### src/rtl/l2_mem_bridge.sv
// rtl/l2_mem_bridge.sv - splits 128-bit cache line requests into four 32-bit memory word transactions
module l2_mem_bridge #(
    parameter int unsigned MAX_OUTSTANDING = 4
) (
    input  logic         clk,
    input  logic         rst,
    input  logic [31:0]  i_s_addr,
    input  logic [3:0]   i_s_byte_en,
    input  logic [127:0] i_s_writedata,
    input  logic         i_s_read,
    input  logic         i_s_write,
    output logic [127:0] o_s_readdata,
    output logic         o_s_readdata_valid,
    output logic         o_s_waitrequest,
    output logic [31:0]  o_m_addr,
    output logic [3:0]   o_m_byteenable,
    output logic [31:0]  o_m_writedata,
    output logic         o_m_read,
    output logic         o_m_write,
    input  logic [31:0]  i_m_readdata,
    input  logic         i_m_readdata_valid,
    input  logic         i_m_waitrequest,
    output logic [31:0]  cnt_rd_line,
    output logic [31:0]  cnt_wr_line
);

    localparam logic [1:0] ST_IDLE = 2'd0;
    localparam logic [1:0] ST_RD   = 2'd1;
    localparam logic [1:0] ST_WR   = 2'd2;

    logic [1:0]   state_q, state_d;
    logic [31:0]  base_q, base_d;
    logic [3:0]   byte_en_q, byte_en_d;
    logic [127:0] wdata_q, wdata_d;
    logic [2:0]   cmd_cnt_q, cmd_cnt_d;
    logic [2:0]   rsp_cnt_q, rsp_cnt_d;
    logic [95:0]  asm_q, asm_d;
    logic [127:0] rdata_q, rdata_d;
    logic         rvalid_q, rvalid_d;
    logic [31:0]  cnt_rd_q, cnt_rd_d;
    logic [31:0]  cnt_wr_q, cnt_wr_d;

    logic [2:0]   outstanding;
    logic [1:0]   word_idx;
    logic         rd_issue;
    logic         wr_issue;

    // Command strobes derive only from registered state; reset gates them so nothing leaks out while held
    always_comb begin
        outstanding = cmd_cnt_q - rsp_cnt_q;
        word_idx    = cmd_cnt_q[1:0];
        rd_issue    = rst && (state_q == ST_RD) && (cmd_cnt_q < 3'd4)
                      && ({29'd0, outstanding} < MAX_OUTSTANDING);
        wr_issue    = rst && (state_q == ST_WR) && (cmd_cnt_q < 3'd4);
    end

    // Memory-side beat outputs; idle drives zeros so the port is quiet between lines
    always_comb begin
        o_m_read       = rd_issue;
        o_m_write      = wr_issue;
        o_m_addr       = 32'd0;
        o_m_byteenable = 4'h0;
        o_m_writedata  = 32'd0;
        if (state_q == ST_RD) begin
            o_m_addr       = base_q + {27'd0, cmd_cnt_q, 2'b00};
            o_m_byteenable = 4'hF;
        end else if (state_q == ST_WR) begin
            o_m_addr       = base_q + {27'd0, cmd_cnt_q, 2'b00};
            o_m_byteenable = byte_en_q[word_idx] ? 4'hF : 4'h0;
            o_m_writedata  = wdata_q[{word_idx, 5'd0} +: 32];
        end
    end

    // Cache-side outputs; the line register only moves when a whole line has been assembled
    always_comb begin
        o_s_readdata       = rdata_q;
        o_s_readdata_valid = rvalid_q;
        o_s_waitrequest    = !rst || (state_q != ST_IDLE);
        cnt_rd_line        = cnt_rd_q;
        cnt_wr_line        = cnt_wr_q;
    end

    // Next-state logic: request capture, beat sequencing and response reassembly
    always_comb begin
        state_d   = state_q;
        base_d    = base_q;
        byte_en_d = byte_en_q;
        wdata_d   = wdata_q;
        cmd_cnt_d = cmd_cnt_q;
        rsp_cnt_d = rsp_cnt_q;
        asm_d     = asm_q;
        rdata_d   = rdata_q;
        rvalid_d  = 1'b0;
        cnt_rd_d  = cnt_rd_q;
        cnt_wr_d  = cnt_wr_q;
        case (state_q)
            ST_IDLE: begin
                if (i_s_read || i_s_write) begin
                    base_d    = i_s_addr & 32'hFFFF_FFF0;
                    byte_en_d = i_s_byte_en;
                    wdata_d   = i_s_writedata;
                    cmd_cnt_d = 3'd0;
                    rsp_cnt_d = 3'd0;
                    // read wins when both are raised
                    state_d   = i_s_read ? ST_RD : ST_WR;
                end
            end
            ST_RD: begin
                if (rd_issue && !i_m_waitrequest) begin
                    cmd_cnt_d = cmd_cnt_q + 3'd1;
                end
                if (i_m_readdata_valid) begin
                    if (rsp_cnt_q == 3'd3) begin
                        rdata_d   = {i_m_readdata, asm_q};
                        rvalid_d  = 1'b1;
                        cnt_rd_d  = cnt_rd_q + 32'd1;
                        cmd_cnt_d = 3'd0;
                        rsp_cnt_d = 3'd0;
                        state_d   = ST_IDLE;
                    end else begin
                        case (rsp_cnt_q[1:0])
                            2'd0:    asm_d[31:0]  = i_m_readdata;
                            2'd1:    asm_d[63:32] = i_m_readdata;
                            default: asm_d[95:64] = i_m_readdata;
                        endcase
                        rsp_cnt_d = rsp_cnt_q + 3'd1;
                    end
                end
            end
            ST_WR: begin
                if (!i_m_waitrequest) begin
                    if (cmd_cnt_q == 3'd3) begin
                        cmd_cnt_d = 3'd0;
                        cnt_wr_d  = cnt_wr_q + 32'd1;
                        state_d   = ST_IDLE;
                    end else begin
                        cmd_cnt_d = cmd_cnt_q + 3'd1;
                    end
                end
            end
            default: begin
                state_d = ST_IDLE;
            end
        endcase
    end

    // State registers; reset abandons any line in flight
    always_ff @(posedge clk) begin
        if (!rst) begin
            state_q   <= ST_IDLE;
            base_q    <= 32'd0;
            byte_en_q <= 4'h0;
            wdata_q   <= 128'd0;
            cmd_cnt_q <= 3'd0;
            rsp_cnt_q <= 3'd0;
            asm_q     <= 96'd0;
            rdata_q   <= 128'd0;
            rvalid_q  <= 1'b0;
            cnt_rd_q  <= 32'd0;
            cnt_wr_q  <= 32'd0;
        end else begin
            state_q   <= state_d;
            base_q    <= base_d;
            byte_en_q <= byte_en_d;
            wdata_q   <= wdata_d;
            cmd_cnt_q <= cmd_cnt_d;
            rsp_cnt_q <= rsp_cnt_d;
            asm_q     <= asm_d;
            rdata_q   <= rdata_d;
            rvalid_q  <= rvalid_d;
            cnt_rd_q  <= cnt_rd_d;
            cnt_wr_q  <= cnt_wr_d;
        end
    end

endmodule

### config.mk
export PLATFORM = sky130hd
export DESIGN_NAME = l2_mem_bridge
export DESIGN_NICKNAME = d
export VERILOG_FILES = /design/src/rtl/l2_mem_bridge.sv
export SDC_FILE = /design/constraint.sdc
export NUM_CORES = 1
export LEC_CHECK = 0
export BUFFER_PORTS_ARGS = -buffer_cell sky130_fd_sc_hd__buf_4
export CAP_MARGIN = 25
export CORE_MARGIN = 2
export CORE_UTILIZATION = 50
export CTS_BUF_LIST = sky130_fd_sc_hd__clkbuf_8
export DETAILED_ROUTE_END_ITERATION = 10
export GPL_ROUTABILITY_DRIVEN = 0
export PLACE_DENSITY = 0.82
export SYNTH_ARGS = -nofsm -noshare
export SYNTH_HDL_FRONTEND = slang
export SYNTH_SLANG_ARGS = --single-unit
### constraint.sdc
create_clock -name clk -period 7 [get_ports clk]
set_input_delay 2.1 -clock clk [delete_from_list [all_inputs] [get_ports clk]]
set_output_delay 2.1 -clock clk [all_outputs]
set_load 0.005 [all_outputs]
==> results.md <==
* # clock sinks at 457
* Post-layout util at 0.6454
* Worst path cell trace: buf_4 > nand3b_1 > nor2_1 > buf_4
* Max-slew violation count at 0
* Total CTS buffers at 75
* Routed length per instance at between 15 and 20 um
* Post-CTS Setup Bufs at 0
* Starting Density at 0.5045
* Seq pwr share at 0.483
* Fraction of the mapped netlist area in adder cells at 0.009553
* Most used cell, CP: buf_4
* Largest family of logic cells by synthesized area: simple AND/OR/NAND/NOR gates
* DRC viols at 0
* Root Buffer: clkbuf_8
* H-tree depth at 3
* Outcome: completed
* Post-synthesis simple-gate area fraction at 0.2571
* P&R area growth vs syn at 27.94%
* Worst-Skew Late Latency at 0.64 ns
* Sw Ratio at 0.2704
* Max stage delay cell, worst path: buf_4
* Post-synthesis mux area share at 0.04217
* Layout Skew at 0.02590 ns
* Startpoint types: input pin
* Router iterations before antenna repair at 7
* Post-synth EDFFs at 0
* Max-cap violation count at 0
* Reg-to-reg endpoint: o_s_readdata[5]
* Setup TNS at 0 ns
* Port bufs at around 460
* Boundary pin count at 466
* GR Util All Layers at 0.2723
* DP Wirelength at 35410 um
* First-pass GRT wire length at about 84000 um
* Main synth FF type: dfxtp_1
* Reg2reg setup slack at 4.05 ns
* Initial DRC Count at between 1000 and 1500
* Fin area at 0.02346 mm^2
* R2R cell count at 6
* Placed cell area at about 0.022 mm^2
* Cell Count, Final, Fillers Out at 3206
* Area share of xor/xnor cells in the synthesized design at 0.03248
* Power density over the cells at roughly 250 mW/mm^2
* Fin crit period at roughly 5 ns
* Async SR Flop Fraction at 0
* Hold path depth at 2
* Avg Vias per Cell at ~5.4
* Top post-synthesis cells by count: 811 x nand2_1, 457 x dfxtp_1, 396 x a21oi_1
* RR Startpoint: state_q[1]
* Endpoints failing hold at 0
* CP required at between 4 and 5 ns
* CTS tree: built
* Synth Area in Compound Gates at 0.1208
* Initial antenna violation count at 1
* Post-Route WL at ~53000 um
* Share of the synthesized area in the top cell type at 0.4989
* Gate power share at 0.121
* Worst-Margin Slew at between 0.9 and 1 ns
* Die area at approximately 0.038 mm^2
* Mapped Cells at approximately 2300
* WS Path Type: in2out
* Hold EP: o_s_readdata[38]
* Ys Warns at 0
* Yosys reg bits at roughly 460
* Period utilization at 0.7282
* Hold crit path type: reg2reg
* Largest cells by area after synthesis: dfxtp_1 50%, nand2_1 17%, a21oi_1 11%
* Setup WS pre-CTS at just under 2 ns
* Syn Std Cell Area at roughly 0.018 mm^2
* Fmax at between 150 and 200 MHz
* RSZ-0062 raised after global routing: no
* GR Overflow Total at 0
* Area leader, netlist: dfxtp_1
* Leak Pwr at between 9 and 10 nW
* Most frequent cell after synthesis: nand2_1
* Vias at around 17000
* Setup crit end kind: output pin
* Internal Power at roughly 4.3 mW
* Clock share of power at 0.396
* Setup-failing EPs final at 0
* Critical Path Fanout Max at 43
* Post-CTS resize count at 0
* Count of cell types in the netlist at 49
* Mean post-synth cell area at roughly 8.0 um^2
* Register area share after synthesis at 0.4989
* Post-route ant nets at 0
* Core area at between 0.03 and 0.04 mm^2
* Die Y at between 150 and 200 um
* CP peak stage delay at between 0.3 and 0.4 ns
* Buffers and inverters on the worst path at 2
* Vias in the first global route at between 15000 and 20000
* Slew Limit Headroom at 0.3652
* Worst path arrival time at 3.00 ns
* Dpl cells at 3069
* # hold bufs at CTS at 0
* Die width at approximately 200 um
* Largest net degree at the start of global routing at 225
* Final net count at ~2900
* Crit path max-delay family: buffers and inverters
* FP Rows at 70
* Worst vdd ir at between 0.0002 and 0.00025 V
* Clk buf depth at 3
* Worst hold start: asm_q[38]
* Ratio of cells with drive above 1 in the final layout at 0.2332
* Worst-path clk slew at around 0.06 ns
* Sw power at between 1.5 and 2 mW
* Final WS setup at 1.902 ns
==> layer usage <==
metal	up-vias	GRT usage	wire [um]
li1	8331	-	-
met1	8126	0.3292	21150
met2	685	0.4410	25060
met3	182	0.05959	3933
met4	0	0.1747	3187
met5	-	0	0
==> state kept, by name, indices dropped and copies added, names as in the netlist <==
| name | count |
|---|---|
| rsp_cnt_q | 3 |
| byte_en_q | 4 |
| cmd_cnt_q | 3 |
| o_s_readdata | 128 |
| cnt_rd_line | 32 |
| wdata_q | 128 |
| o_s_readdata_valid | 1 |
| base_q | 28 |
| cnt_wr_line | 32 |
| state_q | 2 |
| asm_q | 96 |
==> power by group through the flow <==
stage	clock (mW)	sequential, mW	combinational [mW]
2_1_floorplan	0	2.84	0.459
3_3_place_gp	0	2.86	0.685
3_5_place_dp	0	2.87	0.701
4_1_cts	2.36	2.82	0.705
5_1_grt	2.46	2.83	0.782
6_report	2.31	2.82	0.707
==> metrics by stage <==
step / hold WS [ns] / power, mW
finish: 0.4454 / 5.835
global route: 0.4660 / 6.075
global placement: 0.4355 / 3.543
CTS: 0.4464 / 5.879
detailed placement: 0.4439 / 3.572
floorplan: 0.4308 / 3.299
==> logic make-up (layout without fill, tap and decap cells) <==
kind of cell	count (synthesis)	in the layout
AOI/OAI and AO/OA	435	435
xor gates and xnor gates	68	68
adders and majority gates	14	14
buffers and inverters	179	628
DFF	457	457
muxes	36	36
other	1	4
and+or+nand+nor	1096	1096
==> worst reg2reg max path: stages (launching register included) <==
cell     delay (ns)
dfxtp_1        0.32
inv_1          0.08
ha_1           0.50
and4b_4        0.88
buf_4          0.72
nand2_1        0.16
a21oi_1        0.20
==> area by class of cell <==
class | instances | area [um^2]
Antenna cell | 2 | 5.005
Clock buffer | 89 | 1225
Clock inverter | 44 | 271.5
Fill cell | 2972 | 12890
Inverter | 17 | 71.32
Multi-Input combinational cell | 1651 | 8511
Sequential cell | 457 | 9151
Tap cell | 468 | 585.6
Timing Repair Buffer | 478 | 3638
==> layout by cell type, fill, tap and decap left out, types with 30 or more instances in the layout <==
cell,Yosys,layout
buf_4,5,474
nand4_1,30,30
nor2b_1,36,36
a21oi_1,396,396
mux4_2,33,33
nand3_1,54,54
dfxtp_1,457,455
xor2_1,48,48
nor2_1,86,85
inv_1,16,43
clkbuf_8,0,89
nand2_1,811,811
==> worst max path at each step <==
stage / start / slack (ns) / depth (start not counted) / to
after floorplan: rst / 2.17 / 3 / o_s_waitrequest
after global placement: rst / 2.02 / 4 / o_m_read
after detailed placement: rst / 1.97 / 4 / o_m_read
after CTS: cmd_cnt_q[2] / 1.93 / 7 / o_m_addr[25]
after global routing: rst / 1.87 / 4 / o_m_read
final: rst / 1.90 / 4 / o_m_read
Power figures use the tool's default switching activity.
